`config.mk`:
```
export PLATFORM = sky130hd
export DESIGN_NAME = fetch_stage
export DESIGN_NICKNAME = d
export VERILOG_FILES = /design/src/rtl/pipeline_pkg.sv /design/src/rtl/fetch_queue.sv /design/src/rtl/fetch_stage.sv
export SDC_FILE = /design/constraint.sdc
export NUM_CORES = 1
export LEC_CHECK = 0
export ABC_AREA = 0
export BUFFER_PORTS_ARGS = -buffer_cell sky130_fd_sc_hd__clkbuf_2
export CORE_MARGIN = 4
export CORE_UTILIZATION = 56
export CTS_CLUSTER_DIAMETER = 150
export DETAILED_ROUTE_END_ITERATION = 10
export GPL_TIMING_DRIVEN = 0
export MAX_ROUTING_LAYER = met4
export PLACE_DENSITY = 0.79
export SLEW_MARGIN = 20
export SYNTH_ARGS = -nofsm -noshare
export SYNTH_HDL_FRONTEND = slang
export SYNTH_SLANG_ARGS = --single-unit
```
`constraint.sdc`:
```
create_clock -name clk -period 4.8 [get_ports clk]
set_input_delay 0.96 -clock clk [delete_from_list [all_inputs] [get_ports clk]]
set_output_delay 0.96 -clock clk [all_outputs]
set_load 0.05 [all_outputs]
```
`src/rtl/pipeline_pkg.sv`:
```
`default_nettype none
// ============================================================================
//  Module      : pipeline_pkg
//  Description : Shared pipeline definitions. These include the instruction
//                width, the NOP bubble encoding, the opcode field position
//                and the fetch FSM state encoding.
//  Revision    : 1.0 - initial release
// ============================================================================
package pipeline_pkg;

    localparam int INSTR_W    = 16;
    localparam logic [INSTR_W-1:0] NOP_INSTR = 16'h0000;

    // Opcode occupies the top five bits of every instruction word
    localparam int OPCODE_MSB = 15;
    localparam int OPCODE_LSB = 11;
    localparam int OPCODE_W   = OPCODE_MSB - OPCODE_LSB + 1;

    // Fetch FSM: at most one instruction-memory request is ever in flight
    typedef enum logic [1:0] {
        FETCH_IDLE    = 2'd0,   // free to issue a request
        FETCH_WAIT    = 2'd1,   // request outstanding, response expected
        FETCH_DISCARD = 2'd2    // request outstanding, response must be dropped
    } fetch_state_t;

    function automatic logic [OPCODE_W-1:0] get_opcode(input logic [INSTR_W-1:0] instr);
        return instr[OPCODE_MSB:OPCODE_LSB];
    endfunction

endpackage : pipeline_pkg
`default_nettype wire

```
`src/rtl/fetch_queue.sv`:
```
`default_nettype none
// ============================================================================
//  Module      : fetch_queue
//  Description : Synchronous prefetch FIFO of {pc, instruction} pairs.
//                Flush dominates push and pop. A push on a full queue is only
//                accepted when a pop happens in the same cycle, and the count
//                then stays the same. The head entry is visible combinationally.
//  Revision    : 1.0 - initial release
//  Ports       : clk, rst (async, active-high)
//                i_push/i_push_pc/i_push_instr  - write side
//                i_pop                          - remove head entry
//                i_flush                        - empty the queue
//                o_head_pc/o_head_instr         - oldest entry
//                o_full/o_empty/o_count         - occupancy
// ============================================================================
module fetch_queue
    import pipeline_pkg::*;
#(
    parameter int DEPTH  = 2,
    parameter int ADDR_W = 16,
    parameter int CNT_W  = $clog2(DEPTH + 1)
) (
    input  logic               clk,
    input  logic               rst,
    input  logic               i_push,
    input  logic [ADDR_W-1:0]  i_push_pc,
    input  logic [INSTR_W-1:0] i_push_instr,
    input  logic               i_pop,
    input  logic               i_flush,
    output logic [ADDR_W-1:0]  o_head_pc,
    output logic [INSTR_W-1:0] o_head_instr,
    output logic               o_full,
    output logic               o_empty,
    output logic [CNT_W-1:0]   o_count
);

    localparam int PTR_W = $clog2(DEPTH);
    localparam logic [CNT_W-1:0] C_DEPTH = CNT_W'(DEPTH);

    logic [ADDR_W-1:0]  r_pc_mem    [DEPTH];
    logic [INSTR_W-1:0] r_instr_mem [DEPTH];
    logic [PTR_W-1:0]   r_wr_ptr;
    logic [PTR_W-1:0]   r_rd_ptr;
    logic [CNT_W-1:0]   r_count;

    logic w_push_ok;
    logic w_pop_ok;

    assign o_full  = (r_count == C_DEPTH);
    assign o_empty = (r_count == '0);
    assign o_count = r_count;

    // When the queue is full, a write may land in the slot being popped,
    // because the head is read before the clock edge that overwrites it.
    assign w_pop_ok  = i_pop  && !o_empty && !i_flush;
    assign w_push_ok = i_push && (!o_full || w_pop_ok) && !i_flush;

    assign o_head_pc    = r_pc_mem[r_rd_ptr];
    assign o_head_instr = r_instr_mem[r_rd_ptr];

    // Storage needs no reset; the pointers and count determine validity
    always_ff @(posedge clk) begin
        if (w_push_ok) begin
            r_pc_mem[r_wr_ptr]    <= i_push_pc;
            r_instr_mem[r_wr_ptr] <= i_push_instr;
        end
    end

    // DEPTH is a power of two, so the pointers wrap naturally
    always_ff @(posedge clk or posedge rst) begin
        if (rst) begin
            r_wr_ptr <= '0;
            r_rd_ptr <= '0;
            r_count  <= '0;
        end else if (i_flush) begin
            r_wr_ptr <= '0;
            r_rd_ptr <= '0;
            r_count  <= '0;
        end else begin
            if (w_push_ok) begin
                r_wr_ptr <= r_wr_ptr + PTR_W'(1);
            end
            if (w_pop_ok) begin
                r_rd_ptr <= r_rd_ptr + PTR_W'(1);
            end
            unique case ({w_push_ok, w_pop_ok})
                2'b10:   r_count <= r_count + CNT_W'(1);
                2'b01:   r_count <= r_count - CNT_W'(1);
                default: r_count <= r_count;
            endcase
        end
    end

endmodule : fetch_queue
`default_nettype wire

```
`src/rtl/fetch_stage.sv`:
```
`default_nettype none
// ============================================================================
//  Module      : fetch_stage
//  Description : Instruction-fetch stage. It holds the PC and issues one
//                word read at a time to the instruction memory. Returned
//                words are buffered in a prefetch queue, and the IF/ID
//                register that feeds decode is driven from that queue. An
//                empty slot is sent downstream as a NOP bubble (valid=0).
//                Redirects flush the queue and restart fetch at the new PC.
//  Revision    : 1.0 - initial release
//  Config      : FETCH_BYPASS_EN - when the queue is empty and decode is not
//                stalled, an accepted response is written straight into
//                IF/ID, which saves one cycle of latency.
//  Ports       : clk, reset (async, active-high)
//                imem_req/imem_addr            - memory request (1 cycle each)
//                imem_rdata/imem_valid         - memory response
//                stall_in                      - decode hold
//                redirect_valid/redirect_pc    - jump/branch restart
//                instruction/instr_pc/instr_valid - IF/ID register
// ============================================================================
module fetch_stage
    import pipeline_pkg::*;
#(
    parameter int                ADDR_W      = 16,
    parameter logic [ADDR_W-1:0] RESET_PC    = '0,
    parameter int                QUEUE_DEPTH = 2
) (
    input  logic               clk,
    input  logic               reset,
    output logic               imem_req,
    output logic [ADDR_W-1:0]  imem_addr,
    input  logic [INSTR_W-1:0] imem_rdata,
    input  logic               imem_valid,
    input  logic               stall_in,
    input  logic               redirect_valid,
    input  logic [ADDR_W-1:0]  redirect_pc,
    output logic [INSTR_W-1:0] instruction,
    output logic [ADDR_W-1:0]  instr_pc,
    output logic               instr_valid
);

    localparam int CNT_W = $clog2(QUEUE_DEPTH + 1);
    localparam logic [CNT_W-1:0] C_QUEUE_DEPTH = CNT_W'(QUEUE_DEPTH);

    fetch_state_t r_state;
    fetch_state_t w_next_state;

    logic [ADDR_W-1:0]  r_pc;
    logic [ADDR_W-1:0]  r_req_pc;      // PC of the request in flight
    logic [INSTR_W-1:0] r_instr;
    logic [ADDR_W-1:0]  r_instr_pc;
    logic               r_instr_valid;

    logic               w_issue;
    logic               w_accept;
    logic               w_bypass;
    logic               w_push;
    logic               w_pop;
    logic [CNT_W-1:0]   w_free_slots;

    logic [ADDR_W-1:0]  w_q_head_pc;
    logic [INSTR_W-1:0] w_q_head_instr;
    logic               w_q_full;
    logic               w_q_empty;
    logic [CNT_W-1:0]   w_q_count;

    // ------------------------------------------------------------------
    // Prefetch queue
    // ------------------------------------------------------------------
    fetch_queue #(
        .DEPTH  (QUEUE_DEPTH),
        .ADDR_W (ADDR_W),
        .CNT_W  (CNT_W)
    ) u_queue (
        .clk          (clk),
        .rst          (reset),
        .i_push       (w_push),
        .i_push_pc    (r_req_pc),
        .i_push_instr (imem_rdata),
        .i_pop        (w_pop),
        .i_flush      (redirect_valid),
        .o_head_pc    (w_q_head_pc),
        .o_head_instr (w_q_head_instr),
        .o_full       (w_q_full),
        .o_empty      (w_q_empty),
        .o_count      (w_q_count)
    );

    // A request is issued only if a queue slot is guaranteed for its
    // response. Slots freed by a same-cycle pop are not counted.
    assign w_free_slots = C_QUEUE_DEPTH - w_q_count;

    // ------------------------------------------------------------------
    // Fetch FSM: next state and request strobes
    // ------------------------------------------------------------------
    always_comb begin
        w_next_state = r_state;
        w_issue      = 1'b0;
        w_accept     = 1'b0;
        unique case (r_state)
            FETCH_IDLE: begin
                if (!redirect_valid && (w_free_slots != '0)) begin
                    w_issue      = 1'b1;
                    w_next_state = FETCH_WAIT;
                end
            end
            FETCH_WAIT: begin
                if (imem_valid) begin
                    // A redirect in the same cycle makes this word stale
                    w_accept     = !redirect_valid;
                    w_next_state = FETCH_IDLE;
                end else if (redirect_valid) begin
                    w_next_state = FETCH_DISCARD;
                end
            end
            FETCH_DISCARD: begin
                if (imem_valid) begin
                    w_next_state = FETCH_IDLE;
                end
            end
            default: begin
                w_next_state = FETCH_IDLE;
            end
        endcase
    end

    always_ff @(posedge clk or posedge reset) begin
        if (reset) begin
            r_state <= FETCH_IDLE;
        end else begin
            r_state <= w_next_state;
        end
    end

`ifdef FETCH_BYPASS_EN
    // Skip the queue only when nothing is ahead of this word and decode
    // will take it this cycle; otherwise ordering would break.
    assign w_bypass = w_accept && w_q_empty && !stall_in;
`else
    assign w_bypass = 1'b0;
`endif

    assign w_pop  = !stall_in && !redirect_valid && !w_q_empty;
    assign w_push = w_accept && !w_bypass && (!w_q_full || w_pop);

    // The request is gated by reset so that the outputs go quiet as soon
    // as reset is asserted.
    assign imem_req  = w_issue && !reset;
    assign imem_addr = r_pc;

    // ------------------------------------------------------------------
    // PC register
    // ------------------------------------------------------------------
    always_ff @(posedge clk or posedge reset) begin
        if (reset) begin
            r_pc     <= RESET_PC;
            r_req_pc <= RESET_PC;
        end else if (redirect_valid) begin
            r_pc <= redirect_pc;
        end else if (w_issue) begin
            r_pc     <= r_pc + ADDR_W'(1);
            r_req_pc <= r_pc;
        end
    end

    // ------------------------------------------------------------------
    // IF/ID register
    // ------------------------------------------------------------------
    always_ff @(posedge clk or posedge reset) begin
        if (reset) begin
            r_instr       <= NOP_INSTR;
            r_instr_pc    <= '0;
            r_instr_valid <= 1'b0;
        end else if (redirect_valid) begin
            // Redirect overrides stall: whatever decode holds is wrong-path
            r_instr       <= NOP_INSTR;
            r_instr_pc    <= '0;
            r_instr_valid <= 1'b0;
        end else if (!stall_in) begin
            if (!w_q_empty) begin
                r_instr       <= w_q_head_instr;
                r_instr_pc    <= w_q_head_pc;
                r_instr_valid <= 1'b1;
            end else if (w_bypass) begin
                r_instr       <= imem_rdata;
                r_instr_pc    <= r_req_pc;
                r_instr_valid <= 1'b1;
            end else begin
                r_instr       <= NOP_INSTR;
                r_instr_pc    <= '0;
                r_instr_valid <= 1'b0;
            end
        end
    end

    assign instruction = r_instr;
    assign instr_pc    = r_instr_pc;
    assign instr_valid = r_instr_valid;

endmodule : fetch_stage
`default_nettype wire
```
==> metrics.yaml <==
sta:
  fmax_mhz: 288
  rsz0062_at_grt: "no"
  skew_ns: 0.0123
  min_period_ns: 3.48
  slew_headroom_pct: 51.4
  hold_slack_ns: 0.410
  finalMaxSlewViolations: 0
  setup_slack_ns: 1.32
  finalCritPeriodShare_pct: 72.5
  worstMarginPinSlew_ns: 0.726
  setup-violations-final: 0
  hold_violations: 0
critical_path:
  critPathRequiredTime_ns: 3.84
  rr_endpoint: "u_queue.r_instr_mem[0][14]"
  cp-end-kind: "primary output"
  startpoint_type: "input port"
  path_class: "in -> out"
  rrSetupSlack_ns: 2.44
  r2r-start: "r_state[1]"
  cp_max_fo: 10
  arrival_ns: 2.52
  rr_worst_depth: 5
clock_network:
  cts_setup_buffers: 0
  cts_resized: 0
  cts_tree: "done"
  clock_path_buffers: 2
  clock_sinks: 135
  h-tree-depth: 4
  cts_made_buffers: 17
  clk_latency_ns: 0.51
  root_buffer: "clkbuf_8"
  postCtsHoldBufs: 0
  clkTransAtPathRegs_ns: 0.06
logic_synthesis:
  yosys_warnings: 0
  synthFlopType: "dfrtp_1"
  avgSynthCellArea_um2: 12.6
  yosysSeqAreaShare_pct: 69.7
  synth_top_family_by_area: "simple AND/OR/NAND/NOR gates"
  yosys.area_share.adder_pct: 0.236
  syn_area_um2: 5310
  ys_types: 41
  ys_async_sr_fraction_pct: 52.6
  yosys.area_share.xor_xnor_pct: 0.495
  synth_compound_area_share_pct: 8.58
  ys_ff_latch: 135
  syn_nets: 458
  synth_edf_count: 64
  synthMuxAreaShare_pct: 6.03
  yosys.area_share.simple_pct: 12.6
  synthCells: 420
floorplanning:
  start_util_pct: 57.5
  rows: 35
  pin_count: 87
  core_um2: 9240
  die_area_um2: 11100
  die_y_um: 105
  die_x_um: 105
global_routing:
  grt_use_total_pct: 23.0
  grt_overflow_total: 0
  grt_pass1_vias: 3817
  grt_max_degree: 50
  antenna_found_initial: 0
  grt_pass1_wl_um: 19400
place:
  gp_congestion: 0.880
  dpl.hpwl_um: 7730
  io_buffers: 85
  pre_cts_slack_ns: 1.34
detailed_routing:
  vias: 3731
  wl_per_cell_um: 17.4
  drt_iter0_drc: 331
  wirelength_um: 11700
  firstDrtPassIters: 4
  ant_nets: 0
  viasPerCell: 5.54
  route.detailed.drc: 0
cells_and_area:
  antenna_cells: 0
  utilization_pct: 71.3
  design.final.nets: 569
  drive_gt1_share_pct: 25.0
  final_cell_mix: "nand2_1 (93), clkbuf_2 (85), dfrtp_1 (71), edfxtp_1 (64), o21ai_0 (42)"
  area_growth_pct: 24.1
  mostFrequentLayoutCell: "nand2_1"
job:
  cap_violations: 0
outcome:
  status: "complete, no violations"
power:
  p_leak_uw: 0.00280
  total_power_uw: 2950
  power-per-cell-area_nw_per_um2: 447
  max-vdd-ir-drop_mv: 0.255
worst_hold_path:
  hold_path_class: "in -> async"
-- through the flow --
step,cells,TNS [ns],area (um^2)
finish,673,0,6590
global route,673,0,6590
CTS,673,0,6590
detailed placement,641,0,5990
global placement,634,-66.45,5900
floorplan,420,0,5310
-- synth_stat cells (2+ instances only) --
cell | instances | area share, %
a21o_1 | 5 | 0.71
a21oi_1 | 4 | 0.38
a221o_1 | 5 | 0.94
a311o_1 | 2 | 0.38
and3_1 | 2 | 0.24
and4_1 | 3 | 0.50
buf_2 | 4 | 0.38
clkbuf_1 | 17 | 1.2
dfrtp_1 | 71 | 33
edfxtp_1 | 64 | 36
inv_1 | 7 | 0.50
mux2i_1 | 32 | 6.0
nand2_1 | 93 | 6.6
nand3_1 | 11 | 1.0
nand4_1 | 5 | 0.59
nor2_1 | 8 | 0.57
nor2b_1 | 3 | 0.35
nor3_1 | 11 | 1.0
nor3b_1 | 2 | 0.28
o211ai_1 | 3 | 0.42
o21ai_0 | 42 | 4.0
o311ai_0 | 4 | 0.66
or4_1 | 3 | 0.42
xnor2_1 | 2 | 0.33
-- critical path, cell delays in order --
cell      delay [ns]
clkbuf_2        0.09
or3_4           0.40
nand2b_4        0.19
buf_6           0.16
clkbuf_1        0.26
nor2_1          0.17
clkbuf_2        0.29
-- final cells by class --
class | count | area [um^2]
inverter | 7 | 28.8
buffer | 23 | 103
timing repair buffer | 92 | 505
sequential | 135 | 3700
clock inverter | 13 | 159
fill | 629 | 2650
clock buffer | 19 | 442
tap | 129 | 161
multi-input combinational | 255 | 1490
-- logic make-up after synthesis --
logic type,after synthesis
AO/OA/AOI/OAI,72
multiplexers,32
AND/OR/NAND/NOR,147
flip-flops,135
buffers and inverters,30
XOR/XNOR,3
adder cells (fa/ha/maj),1
-- worst max path at each step --
stage,start,endpoint,slack [ns]
global placement,redirect_valid,u_queue.r_instr_mem[1][0],-1.18
finish,redirect_valid,imem_req,1.32
detailed placement,redirect_valid,imem_req,1.34
CTS,redirect_valid,imem_req,1.33
floorplan,redirect_valid,u_queue.r_instr_mem[1][0],0.55
global route,redirect_valid,imem_req,1.22
-- per-layer routing --
| metal | track usage (%) | share of wire [%] |
|---|---|---|
| met5 | - | 0 |
| met4 | 9.37 | 2.4 |
| met3 | 4.59 | 5.9 |
| met2 | 37.2 | 52 |
| met1 | 28.8 | 40 |
-- registers in the layout, indices dropped and copies added, names as in the netlist --
register	count
u_queue.r_pc_mem	32
instruction	16
r_req_pc	16
u_queue.o_count	2
imem_addr	16
u_queue.r_instr_mem	32
r_state	2
u_queue.r_rd_ptr	1
instr_valid	1
instr_pc	16
u_queue.r_wr_ptr	1
-- power breakdown --
group / total (uW) / internal, uW / switching (uW)
Combinational: 298 / 87.5 / 211
Sequential: 1360 / 1300 / 59.8
Clock: 1290 / 783 / 507
Total: 2950 / 2170 / 778
No activity file was read; power rests on OpenSTA's default activity.
